### src/rtl/imem_loader.sv
// imem_loader: writer side of the instruction-fetch path.
// Accepts a byte stream (valid/ready), packs big-endian 32-bit words, issues
// one single-cycle instruction-memory write per word, and holds the pipeline
// in reset (CpuRst_out=0) until the requested number of words is written.
//
// Optional build macro: IMEM_LOADER_CHECKSUM_EN
//   When defined, one extra 4-byte trailer word follows the program. It is
//   compared against the modulo-2^32 sum of the written words. On a mismatch
//   ChkErr is raised and the CPU stays in reset.
//
// Handshake: a byte transfers on a rising edge where ByteValid && ByteReady.
// ByteReady depends only on state (high in COLLECT), never on ByteValid, so
// the producer may hold ByteValid high indefinitely without a loop.
module imem_loader #(
   parameter int          ADDR_WIDTH = 8,
   parameter logic [31:0] BASE_ADDR  = 32'h0000_0000
) (
   input  logic                  Clk,
   input  logic                  Rst,
   input  logic                  Start,
   input  logic [ADDR_WIDTH:0]   LenWords,
   input  logic [7:0]            ByteIn,
   input  logic                  ByteValid,
   output logic                  ByteReady,
   output logic                  MemWrite_out,
   output logic [31:0]           MemAddr_out,
   output logic [31:0]           MemData_out,
   output logic                  CpuRst_out,
   output logic                  Busy,
   output logic                  Done,
   output logic [ADDR_WIDTH:0]   WordCount,
   output logic                  ChkErr,
   output logic [1:0]            state_dbg
);

   typedef enum logic [1:0] {
      S_IDLE    = 2'd0,
      S_COLLECT = 2'd1,
      S_WRITE   = 2'd2,
      S_DONE    = 2'd3
   } state_t;

   // Capacity of the memory in words; longer requests are clamped to this.
   localparam logic [ADDR_WIDTH:0] MAX_WORDS = {1'b1, {ADDR_WIDTH{1'b0}}};
   localparam logic [ADDR_WIDTH:0] ONE_WORD  = {{ADDR_WIDTH{1'b0}}, 1'b1};

   state_t                state_q;
   state_t                state_nxt;

   logic [ADDR_WIDTH:0]   len_words_q;
   logic [ADDR_WIDTH:0]   word_count_q;
   logic [1:0]            byte_idx_q;
   logic [23:0]           word_buf_q;
   logic [31:0]           mem_addr_q;
   logic [31:0]           mem_data_q;

`ifdef IMEM_LOADER_CHECKSUM_EN
   logic                  trailer_phase_q;
   logic [31:0]           sum_q;
   logic                  chk_err_q;
`endif

   logic                  start_ok;
   logic                  byte_xfer;
   logic                  last_byte;
   logic [ADDR_WIDTH:0]   count_inc;
   logic [ADDR_WIDTH:0]   clamped_len;
   logic                  final_write;
   logic [31:0]           word_addr;

   assign start_ok    = Start && ((state_q == S_IDLE) || (state_q == S_DONE));
   assign byte_xfer   = ByteValid && (state_q == S_COLLECT);
   assign last_byte   = byte_xfer && (byte_idx_q == 2'd3);
   assign count_inc   = word_count_q + ONE_WORD;
   assign clamped_len = (LenWords > MAX_WORDS) ? MAX_WORDS : LenWords;
   assign final_write = (count_inc == len_words_q);

   // Word index -> byte address. word_count never reaches MAX_WORDS while a
   // word is being collected, so the low ADDR_WIDTH bits are sufficient.
   assign word_addr = BASE_ADDR +
                      {{(30 - ADDR_WIDTH){1'b0}}, word_count_q[ADDR_WIDTH-1:0], 2'b00};

   // State register.
   always_ff @(posedge Clk or negedge Rst) begin
      if (!Rst) begin
         state_q <= S_IDLE;
      end else begin
         state_q <= state_nxt;
      end
   end

   // Next-state logic.
   always_comb begin
      state_nxt = state_q;
      case (state_q)
         S_IDLE, S_DONE: begin
            if (start_ok) begin
               if (clamped_len != '0) begin
                  state_nxt = S_COLLECT;
               end else begin
`ifdef IMEM_LOADER_CHECKSUM_EN
                  // An empty program still carries a trailer (must be 0).
                  state_nxt = S_COLLECT;
`else
                  state_nxt = S_DONE;
`endif
               end
            end
         end
         S_COLLECT: begin
            if (last_byte) begin
`ifdef IMEM_LOADER_CHECKSUM_EN
               state_nxt = trailer_phase_q ? S_DONE : S_WRITE;
`else
               state_nxt = S_WRITE;
`endif
            end
         end
         S_WRITE: begin
            if (final_write) begin
`ifdef IMEM_LOADER_CHECKSUM_EN
               state_nxt = S_COLLECT;
`else
               state_nxt = S_DONE;
`endif
            end else begin
               state_nxt = S_COLLECT;
            end
         end
         default: state_nxt = S_IDLE;
      endcase
   end

   // Load bookkeeping: latched length, words written and byte position.
   always_ff @(posedge Clk or negedge Rst) begin
      if (!Rst) begin
         len_words_q  <= '0;
         word_count_q <= '0;
         byte_idx_q   <= 2'd0;
      end else begin
         if (start_ok) begin
            len_words_q  <= clamped_len;
            word_count_q <= '0;
            byte_idx_q   <= 2'd0;
         end else begin
            if (byte_xfer) begin
               byte_idx_q <= byte_idx_q + 2'd1;
            end
            if (state_q == S_WRITE) begin
               word_count_q <= count_inc;
            end
         end
      end
   end

   // Word assembly, big-endian: byte 0 lands in bits [31:24]. The fourth
   // byte goes straight into the write register together with its address,
   // so the write cycle presents both and they hold until the next word.
   always_ff @(posedge Clk or negedge Rst) begin
      if (!Rst) begin
         word_buf_q <= '0;
         mem_addr_q <= BASE_ADDR;
         mem_data_q <= '0;
      end else if (byte_xfer) begin
         case (byte_idx_q)
            2'd0: word_buf_q[23:16] <= ByteIn;
            2'd1: word_buf_q[15:8]  <= ByteIn;
            2'd2: word_buf_q[7:0]   <= ByteIn;
            default: begin
`ifdef IMEM_LOADER_CHECKSUM_EN
               if (!trailer_phase_q) begin
                  mem_data_q <= {word_buf_q, ByteIn};
                  mem_addr_q <= word_addr;
               end
`else
               mem_data_q <= {word_buf_q, ByteIn};
               mem_addr_q <= word_addr;
`endif
            end
         endcase
      end
   end

`ifdef IMEM_LOADER_CHECKSUM_EN
   // Checksum: running sum of written words, trailer phase flag and result.
   always_ff @(posedge Clk or negedge Rst) begin
      if (!Rst) begin
         trailer_phase_q <= 1'b0;
         sum_q           <= '0;
         chk_err_q       <= 1'b0;
      end else begin
         if (start_ok) begin
            trailer_phase_q <= (clamped_len == '0);
            sum_q           <= '0;
            chk_err_q       <= 1'b0;
         end else begin
            if (state_q == S_WRITE) begin
               sum_q <= sum_q + mem_data_q;
               if (final_write) begin
                  trailer_phase_q <= 1'b1;
               end
            end
            if (last_byte && trailer_phase_q) begin
               chk_err_q       <= ({word_buf_q, ByteIn} != sum_q);
               trailer_phase_q <= 1'b0;
            end
         end
      end
   end

   assign ChkErr     = chk_err_q;
   assign CpuRst_out = (state_q == S_DONE) && !chk_err_q;
`else
   assign ChkErr     = 1'b0;
   assign CpuRst_out = (state_q == S_DONE);
`endif

   // Status and strobe outputs decode directly from state.
   assign ByteReady    = (state_q == S_COLLECT);
   assign MemWrite_out = (state_q == S_WRITE);
   assign Busy         = (state_q == S_COLLECT) || (state_q == S_WRITE);
   assign Done         = (state_q == S_DONE);
   assign MemAddr_out  = mem_addr_q;
   assign MemData_out  = mem_data_q;
   assign WordCount    = word_count_q;
   assign state_dbg    = state_q;

endmodule

### config.mk
export PLATFORM = sky130hd
export DESIGN_NAME = imem_loader
export DESIGN_NICKNAME = d
export VERILOG_FILES = /design/src/rtl/imem_loader.sv
export SDC_FILE = /design/constraint.sdc
export NUM_CORES = 1
export LEC_CHECK = 0
export CORE_UTILIZATION = 25
export CTS_BUF_LIST = sky130_fd_sc_hd__clkbuf_16
export DETAILED_ROUTE_END_ITERATION = 12
export GPL_TIMING_DRIVEN = 0
export PLACE_DENSITY = 0.46
export REMOVE_ABC_BUFFERS = 1
export SYNTH_ARGS = -nofsm -noshare
export SYNTH_HDL_FRONTEND = slang
export SYNTH_SLANG_ARGS = --single-unit
### constraint.sdc
create_clock -name Clk -period 3.3 [get_ports Clk]
set_input_delay 0.825 -clock Clk [delete_from_list [all_inputs] [get_ports Clk]]
set_output_delay 0.825 -clock Clk [all_outputs]
set_load 0.03 [all_outputs]
Word level (Yosys, flattened, before mapping)
Cells that the tools add are included.

Register bits: 86. Bits of input ports: 21. Output and inout bits: 81. Logic and storage cells: 49.

$add $sub $neg: 2. Order comparisons: 1. Equality and inequality tests: 9. Mux-type cells: 10. Bitwise gates (word level): 1. Reductions and logical operators: 17.

Operators with widths (number): $mux 9 (3); $mux 2 (6); $reduce_and 2->1 (5); $add 9x1->9 const B (1); $eq 9x9->1 (1); $gt 9x9->1 const B (1); $reduce_bool 9->1 (1); $eq 2x2->1 const B (4); $pmux 2 s3 (1); $eq 2x1->1 const B (2); $logic_not 2->1 (2); $reduce_bool 2->1 (2); $logic_and 1x1->1 (3); $reduce_or 3->1 (1); $add 2x1->2 const B (1); $logic_or 1x1->1 (2); $ne 2x1->1 const B (1); $ne 2x2->1 const B (1); $reduce_or 2->1 (1); $not 1->1 (1).

Depth between registers and ports, before layout
Depth in word-level cells: 6. Depth in mapped cells: 7. Depth with buffers taken out: 7.

Worst setup path after synthesis
No wires, ideal clock.

Path type: reg2out. Start point: reg state_q[0], in the netlist state_dbg[0]. End point: out Busy. Arrival: 1220 ps. Data required time: 2475 ps. Setup slack: 1255 ps. Stages on the path, launching flop included: 4. Path buffers: 0. Cell sequence: dfrtp_1 > inv_1 > ha_1 > inv_1.

Cells in the longest elaborated chain, start to end: 2. Elaborated cells between the ends (all ways): 3. Classes of those cells: eq/ne (2); reduce/logical (1).

RTL lines: start, declared (RTL line 47) `state_t state_q;`; start signal, assigned (RTL line 88) `state_q <= state_nxt;`; $eq 2x1->1 / $eq 2x2->1 (equally long branches) (RTL line 221) `assign Busy = (state_q == S_COLLECT) || (state_q == S_WRITE);`; $logic_or 1x1->1 * (RTL line 221); end, declared (RTL line 29) `output logic Busy,`.

Mark *: on every way between the ends. The rest lies on a longest branch, timed or not.

Final worst setup path
Start point: reg state_q[1], in the netlist state_dbg[1]. End point: out ByteReady.

Cells in the longest elaborated chain, start to end: 1.

RTL lines: $eq 2x1->1 (RTL line 219) `assign ByteReady = (state_q == S_COLLECT);`; end, declared (RTL line 24) `output logic ByteReady,`.

No other way between the ends.

==> results.yml <==
setup_path:
  start_kind: "flip-flop"
  crit_path_max_fanout: 11
  required_ns: 2.47
  rr_worst_depth: 5
  arrival_ns: 2.11
  critPathKind: "reg -> out"
  endpoint_kind: "output port"
cells_and_area:
  utilization_pct: 33.7
  antenna_cells: 0
  final_cells: 605
  syn_to_final_growth_pct: 30.6
  fillers: 1564
  final_nets: 419
  drive_above_1_share_pct: 22.1
clock_network:
  cts_root_buffer: "clkbuf_16"
  clk_pin_slew_ns: 0.06
  clock_latency_ns: 0.34
  htree_levels: 3
  cts_hold_buf: 0
  cts_buffers: 9
  clock_path_buffers: 2
  clock-sinks: 86
  cts_resized: 0
  cts_tree: "built"
  cts_post_setup_buffers_inserted: 0
floorplan:
  num_rows: 45
  initial_core_util_pct: 25.8
  die_w_um: 128
  io_pins: 102
  core_um2: 15300
  design.die.area_um2: 16300
  fp.dieH_um: 128
global_routing:
  grt_pass1_vias: 2525
  overflow: 0
  grtUsageTotal_pct: 11.2
  grt_max_degree: 45
  grt_pass1_wl_um: 13800
  antenna_found_initial: 0
synth:
  synth_top_cell_area_share_pct: 54.4
  ys.flop_type: "dfrtp_1"
  synthArstFlopShare_pct: 100
  synth.most_common_cell: "dfrtp_1"
  synth_cell_type_count: 32
  mappedNetlistArea_um2: 3950
  synth_warnings: 0
  netlist_instances: 316
  synth_area_leaders: "dfrtp_1 54%, mux2_2 18%, buf_4 4.9%"
  synth-seq-cells: 86
  synth_area_leader_cell: "dfrtp_1"
  syn_avg_cell_area_um2: 12.5
  synth_edf_count: 0
  synth_seq_area_share_pct: 54.4
  yosys-top-cells-count: "86 x dfrtp_1, 64 x mux2_2, 30 x nand2_1, 26 x buf_4, 13 x nor2_1"
routing:
  postRouteAntennaNets: 0
  drt_wl_total_um: 8370
  viasPerCell: 4.14
  num_vias: 2504
  drc_errors: 0
  drt_iter0_drc: 77
  firstDrtPassIters: 4
  wl_per_cell_um: 13.8
pwr:
  p_per_area_nw_per_um2: 902
  netSwitchingFraction_pct: 35.9
  p_int_mw: 2.99
  power_frac_comb_pct: 40.1
  power.share.clock_pct: 23.5
  report.power.total_mw: 4.66
  p_sw_mw: 1.67
  p_leak_nw: 2.28
  vdd_ir_drop_max_uv: 279
  seqPwrFrac_pct: 36.4
timing:
  rsz0062_at_grt: "no"
  slew_violations: 0
  period_minus_slack_ns: 2.93
  setup-tns-final_ns: 0
  finalHoldViolCount: 0
  slew_headroom_pct: 49.8
  whs_ns: 0.481
  finalClockSkew_ns: 0.00573
  setup_viol_count_final: 0
  fmaxAchievable_mhz: 341
  worstMarginPinSlew_ns: 0.754
  min_period_over_period_pct: 88.9
place:
  port_buffers: 76
  hpwlAfterDp_um: 5850
  dp_cells: 589
  gp_congestion: 0.716
run_status:
  status: "finished, final reports clean"
worst_hold_path:
  min_path_type: "in -> async"
run:
  cap_violations: 0
[cell usage in the layout (no fill, tap or decap), types with 2 or more instances in the layout]
| cell type | count |
|---|---|
| o21ai_0 | 3 |
| nand4_1 | 4 |
| inv_6 | 3 |
| ha_1 | 9 |
| nor4_1 | 3 |
| xor2_1 | 7 |
| a21oi_1 | 6 |
| bufinv_16 | 2 |
| clkbuf_16 | 9 |
| nand3_1 | 9 |
| nand3b_1 | 9 |
| conb_1 | 25 |
| dfrtp_1 | 86 |
| nand4b_1 | 2 |
| inv_1 | 5 |
| nor2_1 | 13 |
| xnor2_1 | 12 |
| clkdlybuf4s50_1 | 75 |
| nand2_1 | 30 |
| or3_1 | 2 |
| mux2_2 | 64 |
[state kept, by name, summed over array words and instances, names as in the netlist]
name         cells
byte_idx_q       2
state_dbg        2
WordCount        9
word_buf_q      24
MemData_out     32
len_words_q      9
MemAddr_out      8
[kinds of logic after synthesis]
logic type / after synthesis / share of synthesized area (%)
DFF: 86 / 54.4
and+or+nand+nor: 75 / 9.24
muxes: 65 / 18.5
buffers and inverters: 45 / 7.44
xor gates and xnor gates: 21 / 5.03
AOI/OAI and AO/OA: 14 / 2.44
adders and majority gates: 9 / 2.85
other: 1 / 0.0948
[cell type report]
| type | count | area, um^2 | area share, % |
|---|---|---|---|
| sequential | 86 | 2150 | 41.7 |
| clock buffer | 9 | 225 | 4.36 |
| inverter | 5 | 18.8 | 0.363 |
| clock inverter | 7 | 95.1 | 1.84 |
| multi-input combinational | 209 | 1600 | 31.0 |
| timing repair buffer | 78 | 806 | 15.6 |
| tap | 211 | 264 | 5.11 |
[worst max-delay path, cell delays in order (launching register included)]
cell,delay (ns)
dfrtp_1,0.45
inv_1,0.11
ha_1,0.44
clkdlybuf4s50_1,0.77
[per-stage QoR]
step	cell area [um^2]	setup slack, ns
after floorplan	3770	0.353
after global placement	4790	-1.88
after detailed placement	4840	0.598
after CTS	5160	0.339
after global routing	5160	0.251
final	5160	0.365
[metal layers]
| metal | vias to the layer above | share of wire [%] | GRT usage, % |
|---|---|---|---|
| li1 | 1169 | - | - |
| met1 | 1240 | 46 | 14.2 |
| met2 | 86 | 47 | 17.4 |
| met3 | 9 | 6.1 | 4.84 |
| met4 | 0 | 1.3 | 2.98 |
| met5 | - | 0 | 0 |
[power by group through the flow]
stage	clock network [mW]	registers, mW	logic, mW
after floorplan	0	2.09	0.789
after CTS	1.14	1.71	1.90
final	1.09	1.70	1.87
after global placement	0	1.71	1.87
after detailed placement	0	1.73	1.90
after global routing	1.19	1.76	2.01
[worst paths after layout]
path                                startpoint        endpoint  slack (ns)
min in group Clk                len_words_q[6]  len_words_q[6]        0.49
worst min register to register  len_words_q[6]  len_words_q[6]        0.49
worst min-delay path                       Rst  MemData_out[5]        0.48
worst max-delay path              state_dbg[1]       ByteReady        0.37
worst max register to register    state_dbg[1]  MemAddr_out[2]        0.99
max in group asynchronous                  Rst  MemAddr_out[3]        2.19
(Power assumes the default switching activity.)
